### config.mk
export PLATFORM = sky130hd
export DESIGN_NAME = seq_divider32
export DESIGN_NICKNAME = d
export VERILOG_FILES = /design/src/rtl/seq_divider32.sv
export SDC_FILE = /design/constraint.sdc
export NUM_CORES = 1
export LEC_CHECK = 0
export ABC_AREA = 1
export CAP_MARGIN = 5
export CORE_MARGIN = 2
export CORE_UTILIZATION = 59
export DETAILED_ROUTE_END_ITERATION = 8
export GPL_ROUTABILITY_DRIVEN = 1
export GPL_TIMING_DRIVEN = 0
export PLACE_DENSITY = 0.86
export SYNTH_ARGS = -nofsm -noshare
export SYNTH_HDL_FRONTEND = slang
export SYNTH_SLANG_ARGS = --single-unit
### constraint.sdc
create_clock -name clk -period 22.7 [get_ports clk]
set_input_delay 4.54 -clock clk [delete_from_list [all_inputs] [get_ports clk]]
set_output_delay 4.54 -clock clk [all_outputs]
set_load 0.1 [all_outputs]
### src/rtl/seq_divider32.sv
// Multi-cycle restoring divider: one trial subtraction per clock through a ripple-carry subtractor.
// Optional signed mode is enabled by defining SIGNED_DIV_EN (adds a FIXUP state).
module seq_divider32 #(
    parameter int WIDTH = 32
) (
    input  logic             clk,
    input  logic             rst,
    input  logic             start,
    input  logic [WIDTH-1:0] dividend,
    input  logic [WIDTH-1:0] divisor,
    output logic             busy,
    output logic             done,
    output logic [WIDTH-1:0] quotient,
    output logic [WIDTH-1:0] remainder,
    output logic             div_by_zero
);

    localparam int CNT_W = $clog2(WIDTH);

    typedef enum logic [1:0] {
        S_IDLE,
        S_RUN,
        S_FIXUP,
        S_DONE
    } state_t;

    state_t           state_reg, state_next;
    logic [WIDTH:0]   r_reg, r_next;
    logic [WIDTH-1:0] q_reg, q_next;
    logic [WIDTH-1:0] d_reg, d_next;
    logic [CNT_W-1:0] cnt_reg, cnt_next;
    logic [WIDTH-1:0] quotient_reg, quotient_next;
    logic [WIDTH-1:0] remainder_reg, remainder_next;
    logic             dbz_reg, dbz_next;
`ifdef SIGNED_DIV_EN
    logic             neg_q_reg, neg_q_next;
    logic             neg_r_reg, neg_r_next;
`endif

    function automatic logic [WIDTH-1:0] negate(input logic [WIDTH-1:0] v);
        return ~v + WIDTH'(1);
    endfunction

    // Trial subtraction T - D as T + ~{0,D} + 1; carry-out high means no borrow.
    logic [WIDTH:0]   t_val;
    logic [WIDTH:0]   b_val;
    logic [WIDTH:0]   diff;
    logic [WIDTH+1:0] carry;
    logic             no_borrow;
    logic             unused_r_msb;

    assign t_val        = {r_reg[WIDTH-1:0], q_reg[WIDTH-1]};
    assign b_val        = ~{1'b0, d_reg};
    assign carry[0]     = 1'b1;
    assign no_borrow    = carry[WIDTH+1];
    assign unused_r_msb = r_reg[WIDTH];

    genvar gi;
    generate
        for (gi = 0; gi <= WIDTH; gi++) begin : g_rca
            assign diff[gi]    = t_val[gi] ^ b_val[gi] ^ carry[gi];
            assign carry[gi+1] = (t_val[gi] & b_val[gi]) | (carry[gi] & (t_val[gi] ^ b_val[gi]));
        end
    endgenerate

    always_comb begin
        state_next     = state_reg;
        r_next         = r_reg;
        q_next         = q_reg;
        d_next         = d_reg;
        cnt_next       = cnt_reg;
        quotient_next  = quotient_reg;
        remainder_next = remainder_reg;
        dbz_next       = dbz_reg;
`ifdef SIGNED_DIV_EN
        neg_q_next     = neg_q_reg;
        neg_r_next     = neg_r_reg;
`endif
        case (state_reg)
            S_IDLE, S_DONE: begin
                if (start) begin
`ifdef SIGNED_DIV_EN
                    d_next     = divisor[WIDTH-1]  ? negate(divisor)  : divisor;
                    q_next     = dividend[WIDTH-1] ? negate(dividend) : dividend;
                    neg_q_next = dividend[WIDTH-1] ^ divisor[WIDTH-1];
                    neg_r_next = dividend[WIDTH-1];
`else
                    d_next     = divisor;
                    q_next     = dividend;
`endif
                    r_next     = '0;
                    cnt_next   = '0;
                    dbz_next   = 1'b0;
                    state_next = S_RUN;
                end
            end
            S_RUN: begin
                if (d_reg == '0) begin
                    // Q still holds the captured dividend (or its magnitude).
                    quotient_next = '1;
`ifdef SIGNED_DIV_EN
                    remainder_next = neg_r_reg ? negate(q_reg) : q_reg;
`else
                    remainder_next = q_reg;
`endif
                    dbz_next   = 1'b1;
                    state_next = S_DONE;
                end else begin
                    if (no_borrow) begin
                        r_next = diff;
                        q_next = {q_reg[WIDTH-2:0], 1'b1};
                    end else begin
                        r_next = t_val;
                        q_next = {q_reg[WIDTH-2:0], 1'b0};
                    end
                    cnt_next = cnt_reg + CNT_W'(1);
                    if (cnt_reg == CNT_W'(WIDTH - 1)) begin
`ifdef SIGNED_DIV_EN
                        state_next     = S_FIXUP;
`else
                        quotient_next  = q_next;
                        remainder_next = r_next[WIDTH-1:0];
                        state_next     = S_DONE;
`endif
                    end
                end
            end
`ifdef SIGNED_DIV_EN
            S_FIXUP: begin
                quotient_next  = neg_q_reg ? negate(q_reg) : q_reg;
                remainder_next = neg_r_reg ? negate(r_reg[WIDTH-1:0]) : r_reg[WIDTH-1:0];
                state_next     = S_DONE;
            end
`endif
            default: state_next = S_IDLE;
        endcase
    end

    always_ff @(posedge clk or posedge rst) begin
        if (rst) begin
            state_reg     <= S_IDLE;
            r_reg         <= '0;
            q_reg         <= '0;
            d_reg         <= '0;
            cnt_reg       <= '0;
            quotient_reg  <= '0;
            remainder_reg <= '0;
            dbz_reg       <= 1'b0;
`ifdef SIGNED_DIV_EN
            neg_q_reg     <= 1'b0;
            neg_r_reg     <= 1'b0;
`endif
        end else begin
            state_reg     <= state_next;
            r_reg         <= r_next;
            q_reg         <= q_next;
            d_reg         <= d_next;
            cnt_reg       <= cnt_next;
            quotient_reg  <= quotient_next;
            remainder_reg <= remainder_next;
            dbz_reg       <= dbz_next;
`ifdef SIGNED_DIV_EN
            neg_q_reg     <= neg_q_next;
            neg_r_reg     <= neg_r_next;
`endif
        end
    end

    assign busy        = (state_reg == S_RUN) || (state_reg == S_FIXUP);
    assign done        = (state_reg == S_DONE);
    assign quotient    = quotient_reg;
    assign remainder   = remainder_reg;
    assign div_by_zero = dbz_reg;

endmodule

==> results.yml, run 1 <==
power_and_ir_drop:
  p_switching_mw: 0.570
  pwr-share-clk: 0.221
  share_comb_of_total_power: 0.435
  power_per_cell_area_nw_per_um2: 117
  leakage_nw: 5.98
  swShare: 0.433
  internal_power_mw: 0.748
  irDropWorstVdd_mv: 0.0798
  total_power_mw: 1.32
  seqPwrFrac: 0.344
min_path:
  hold_path.class: "reg2reg"
  cell_count_of_the_worst_hold_path: 2
die:
  start_util: 0.603
  placeableCoreArea_um2: 15100
  std_cell_rows: 45
  die_width_um: 128
  floorplan.die_area_um2: 16500
  top_level_ports: 134
  die_h_um: 128
routing:
  drtAntennaViolNets: 0
  route.vias.total: 8497
  detail_route.vias_per_cell: 5.53
  detailedRoute.firstIterationViolations: 731
  drt-total-wl_um: 24100
  routed_wire_length_per_instance_um: 15.7
  drc: 0
  first_pass_iters: 6
sta:
  timing.fmax_mhz: 72.1
  timing.slew.headroom: 0.303
  timing.final.max_slew_violations: 0
  totalNegativeSetupSlack_ns: 0
  timing.final.crit_period_ns: 13.87
  finalSetupViolCount: 0
  timing.final.ws_setup_ns: 8.83
  timing.final.hold_violations: 0
  final.period_utilization: 0.611
  fin_worst_skew_ns: 0.00859
  grt_setup_unrepaired: "no"
  worstMarginPinSlew_ns: 1.04
global_routing:
  grt_pass1_wl_um: 39300
  grt_start_max_net_pins: 110
  via_count_of_the_first_global_routing_pass: 8068
  antenna_found_initial: 0
  grt.total_usage: 0.304
  grt_overflow: 0
placement:
  port_buffers: 132
  gp_congestion: 0.854
  pre_cts_ws_ns: 9.17
  hpwl_um: 16900
synthesis:
  synth_seq_cells: 168
  avgSynthCellArea_um2: 7.72
  ys.warnings.count: 0
  synth_area_um2: 9130
  synth.distinct_cells: 27
  netlist_instances: 1183
  synth.net_count: 1287
  ys_seq_area_frac: 0.460
layout:
  syn2layout_area_growth_pct: 23.8
  fillers: 1107
  final_core_util: 0.746
  num-nets-final: 1439
  antenna_cells_inserted: 0
  drive_gt1_frac: 0.0690
clock_network:
  worstSkewPairLatency_ns: 0.44
  cts_made_buffers: 17
  postCtsSetupRepairBufs: 0
  cts-hold-fix-buffers: 0
  numClockSinks: 168
  path_clk_slew_ns: 0.06
  ctsHtreeMaxLevel: 4
  cts_root_buffer: "sky130_fd_sc_hd__clkbuf_16"
  ctsResizeCount: 0
  ctsLongestPathBuffers: 2
  tritoncts: "built"
setup_path:
  worst_setup_path_start_kind: "flop"
  req_time_crit_path_ns: 23.03
  setup.worst_path.end_class: "flop"
  timing.critical_path.mode_cell: "sky130_fd_sc_hd__fa_1"
  worst-setup-path-type: "reg2reg"
  largest_fanout_on_the_critical_path: 10
  timing.critical_path.arrival_ns: 14.20
  timing.reg2reg.setup_slack_ns: 8.83
  reg2reg_depth: 46
  cpMaxStageDelayCell: "sky130_fd_sc_hd__dfrtp_1"
  crit_path_max_incr_delay_ns: 0.42
run_status:
  outcome: "finished clean"
job:
  timing.max_cap.violations: 0
[synthesized netlist by cell type, drive strengths merged]
library cell | n | area, µm²
or2 | 1 | 6.26
o21ai | 64 | 335
fa | 31 | 621
mux2 | 2 | 22.5
clkbuf | 31 | 116
a31oi | 1 | 6.26
ha | 6 | 75.1
a21oi | 31 | 166
xor2 | 1 | 8.76
o2111ai | 34 | 298
nand2 | 520 | 1960
nor2 | 95 | 359
nand3 | 8 | 45.0
buf | 45 | 268
inv | 109 | 409
nand4 | 36 | 225
dfrtp | 168 | 4200
[cell families after synthesis]
family,Yosys count,share of synthesized area
DFF,168,0.460
xor gates and xnor gates,1,0.000959
buffers and inverters,185,0.0869
AOI/OAI and AO/OA,130,0.0883
and+or+nand+nor,660,0.285
adders and majority gates,37,0.0762
muxes,2,0.00247
[critical path: cells and delay by family, from the launching register on]
kind / cells / cell delay (ns)
adder cells (fa/ha/maj): 32 / 11.82
buffers and inverters: 8 / 0.86
flip-flops: 1 / 0.42
AND/OR/NAND/NOR: 5 / 0.34
AO/OA/AOI/OAI: 1 / 0.28
[path summary, 6_finish.rpt]
kind                               start            end
setup / recovery               q_reg[31]  remainder[10]
hold / removal             remainder[21]  remainder[21]
max in group asynchronous            rst    div_by_zero
setup reg to reg               q_reg[31]  remainder[10]
hold reg to reg            remainder[21]  remainder[21]
min in group asynchronous            rst      d_reg[28]
[routing by layer]
layer  vias to the layer above  track usage  routed length (µm)
met3                        59       0.0682                1870
met1                      4042        0.415                9930
met4                         0       0.0976                 622
met5                         -            0                   0
li1                       3997            -                   -
met2                       399        0.491               11600
[power groups by stage]
stage | Sequential, mW | Combinational, mW | Clock (mW)
after global routing | 0.464 | 0.649 | 0.308
after CTS | 0.452 | 0.568 | 0.292
after detailed placement | 0.455 | 0.555 | 0
final | 0.454 | 0.573 | 0.292
after floorplan | 0.434 | 0.420 | 0
after global placement | 0.453 | 0.535 | 0
[area by class of cell]
| type | count | area, µm² | area share |
|---|---|---|---|
| clock buffer | 23 | 458 | 0.0405 |
| inverter | 109 | 417 | 0.0369 |
| sequential | 168 | 4200 | 0.372 |
| multi-input combinational | 830 | 4130 | 0.366 |
| buffer | 76 | 384 | 0.0340 |
| tap | 188 | 235 | 0.0208 |
| timing repair buffer | 133 | 1350 | 0.119 |
| clock inverter | 9 | 124 | 0.0110 |
[layout by cell type (no fill, tap or decap), drive strengths merged]
master / n
o21ai: 64
nand4: 36
xor2: 1
nand2: 520
mux2: 2
clkdlybuf4s50: 132
a21oi: 31
buf: 46
nor2: 95
ha: 6
clkbuf: 54
o2111ai: 34
bufinv: 3
dfrtp: 168
a31oi: 1
inv: 109
or2: 1
fa: 31
clkinv: 6
nand3: 8
[stage by stage]
stage               cells  cell area [µm²]  hold WS [ns]
CTS                  1536            11300         0.480
global route         1536            11300         0.498
finish               1536            11300         0.480
detailed placement   1504            10700         0.465
floorplan            1183             9130         0.448
global placement     1503            10700         0.460
No activity file was read; power rests on OpenSTA's default activity.
==> run 2: changes to the inputs <==
Settings changed: CORE_UTILIZATION 59 to 55, PLACE_DENSITY 0.86 to 0.81.
Clock period 22.7 ns to 14.1 ns, I/O delays scaled along.
==> run 2 against run 1 <==
  * Utilization decreased by 5.0 points
  * Routed wire length increased by 3.6%
  * Sequential share of layout area decreased by 0.41 points
  * Non-clock buffer count unchanged
  * Critical path depth unchanged
  * Global-route usage decreased by 1.2 points
  * Fmax increased by 1.6%
  * Combinational power increased by 63%
  * First-iteration DRC count increased by 13%
  * Critical endpoint is now remainder[31]
  * Design area increased by 1.1%
==> results.yml, run 2 (same netlist as run 1, synthesis figures left out) <==
sta:
  fin_hold_ws_ns: 0.480
  timing.fmax_mhz: 73.2
  timing.final.hold_violations: 0
  finalSetupViolCount: 0
  timing.slew.headroom: 0.298
  timing.final.ws_setup_ns: 0.443
  worstMarginPinSlew_ns: 1.05
  grt_setup_unrepaired: "no"
  totalNegativeSetupSlack_ns: 0
  fin_worst_skew_ns: 0.0106
  timing.final.crit_period_ns: 13.66
  final.period_utilization: 0.969
  timing.final.max_slew_violations: 0
placement:
  gp_congestion: 0.865
  placedCellCount: 1536
  pre_cts_ws_ns: 0.503
  port_buffers: 132
  hpwl_um: 17800
layout:
  drive_gt1_frac: 0.0772
  layout.cells.most_common: "sky130_fd_sc_hd__nand2_1"
  fillers: 1293
  num-nets-final: 1439
  fin_cells: 1568
  syn2layout_area_growth_pct: 25.2
  antenna_cells_inserted: 0
  most-common-layout-cells: "sky130_fd_sc_hd__nand2_1, sky130_fd_sc_hd__dfrtp_1, sky130_fd_sc_hd__clkdlybuf4s50_1"
setup_path:
  worst-setup-path-type: "reg2reg"
  timing.critical_path.arrival_ns: 13.99
  worst_setup_path_start_kind: "flop"
  timing.critical_path.mode_cell: "sky130_fd_sc_hd__fa_1"
  crit_buf_inv: 8
  cpLargestDelayFamily: "adder cells"
  timing.reg2reg.setup_slack_ns: 0.44
  req_time_crit_path_ns: 14.43
  cpMaxStageDelayCell: "sky130_fd_sc_hd__dfrtp_1"
  largest_fanout_on_the_critical_path: 10
  setup.worst_path.end_class: "flop"
  crit_path_max_incr_delay_ns: 0.42
power_and_ir_drop:
  internal_power_mw: 1.24
  p_switching_mw: 0.941
  power_per_cell_area_nw_per_um2: 191
  seqPwrFrac: 0.334
  total_power_mw: 2.18
  leakage_nw: 6.00
  irDropWorstVdd_mv: 0.136
  pwr-share-clk: 0.239
  share_comb_of_total_power: 0.427
  swShare: 0.431
clock_network:
  ctsLongestPathBuffers: 2
  ctsHtreeMaxLevel: 4
  cts_root_buffer: "sky130_fd_sc_hd__clkbuf_16"
  path_clk_slew_ns: 0.07
  postCtsSetupRepairBufs: 0
  worstSkewPairLatency_ns: 0.45
  tritoncts: "built"
  cts_made_buffers: 17
  numClockSinks: 168
  ctsResizeCount: 0
  cts-hold-fix-buffers: 0
routing:
  detailedRoute.firstIterationViolations: 823
  drtAntennaViolNets: 0
  route.vias.total: 8496
  drt-total-wl_um: 24900
  routed_wire_length_per_instance_um: 15.9
  first_pass_iters: 5
  detail_route.vias_per_cell: 5.42
  drc: 0
global_routing:
  grt_pass1_wl_um: 41000
  grt_overflow: 0
  grt.total_usage: 0.292
  antenna_found_initial: 0
  via_count_of_the_first_global_routing_pass: 8227
  grt_start_max_net_pins: 112
job:
  timing.max_cap.violations: 0
die:
  die_h_um: 133
  std_cell_rows: 47
  die_width_um: 133
  floorplan.die_area_um2: 17600
  placeableCoreArea_um2: 16400
  top_level_ports: 134
  start_util: 0.556
run_status:
  outcome: "finished clean"
min_path:
  hold_path.class: "reg2reg"
## run 2: final cells by class
| cell class | instances | area, µm² | area share |
|---|---|---|---|
| inverter | 109 | 417 | 0.0365 |
| sequential | 168 | 4200 | 0.368 |
| tap | 220 | 275 | 0.0241 |
| clock inverter | 15 | 225 | 0.0197 |
| clock buffer | 17 | 425 | 0.0372 |
| timing repair buffer | 133 | 1350 | 0.118 |
| buffer | 76 | 392 | 0.0343 |
| multi-input combinational | 830 | 4140 | 0.362 |
## run 2: worst min-delay path, stage by stage, from the launching register on
cell                      delay, ns
sky130_fd_sc_hd__dfrtp_1       0.35
sky130_fd_sc_hd__nand2_1       0.05
sky130_fd_sc_hd__nand2_1       0.05
## run 2: final timing paths
kind / from / depth (start not counted) / endpoint
max: q_reg[31] / 46 / remainder[31]
min: remainder[23] / 2 / remainder[23]
max reg2reg: q_reg[31] / 46 / remainder[31]
min reg2reg: remainder[23] / 2 / remainder[23]
max in group asynchronous: rst / 3 / quotient[26]
min in group asynchronous: rst / 2 / r_reg[23]
## run 2: routing by layer
layer  GRT usage  up-vias  share of wire
met5           0        -              0
met4       0.109        0          0.029
met3      0.0513       64          0.068
met2       0.471      364           0.48
met1       0.399     4062           0.42
li1            -     4006              -
## run 2: power groups by stage
| stage | combinational (mW) | clock (mW) | sequential [mW] |
|---|---|---|---|
| final | 0.933 | 0.522 | 0.730 |
| after global placement | 0.866 | 0 | 0.730 |
| after detailed placement | 0.907 | 0 | 0.733 |
| after global routing | 1.06 | 0.543 | 0.745 |
| after floorplan | 0.676 | 0 | 0.699 |
| after CTS | 0.918 | 0.522 | 0.727 |
## run 2: metrics by stage
step                       util  instance area, µm²
after floorplan               -                9130
after global placement    0.654               10700
after detailed placement  0.656               10800
after CTS                 0.696               11400
after global routing      0.697               11400
final                     0.697               11400
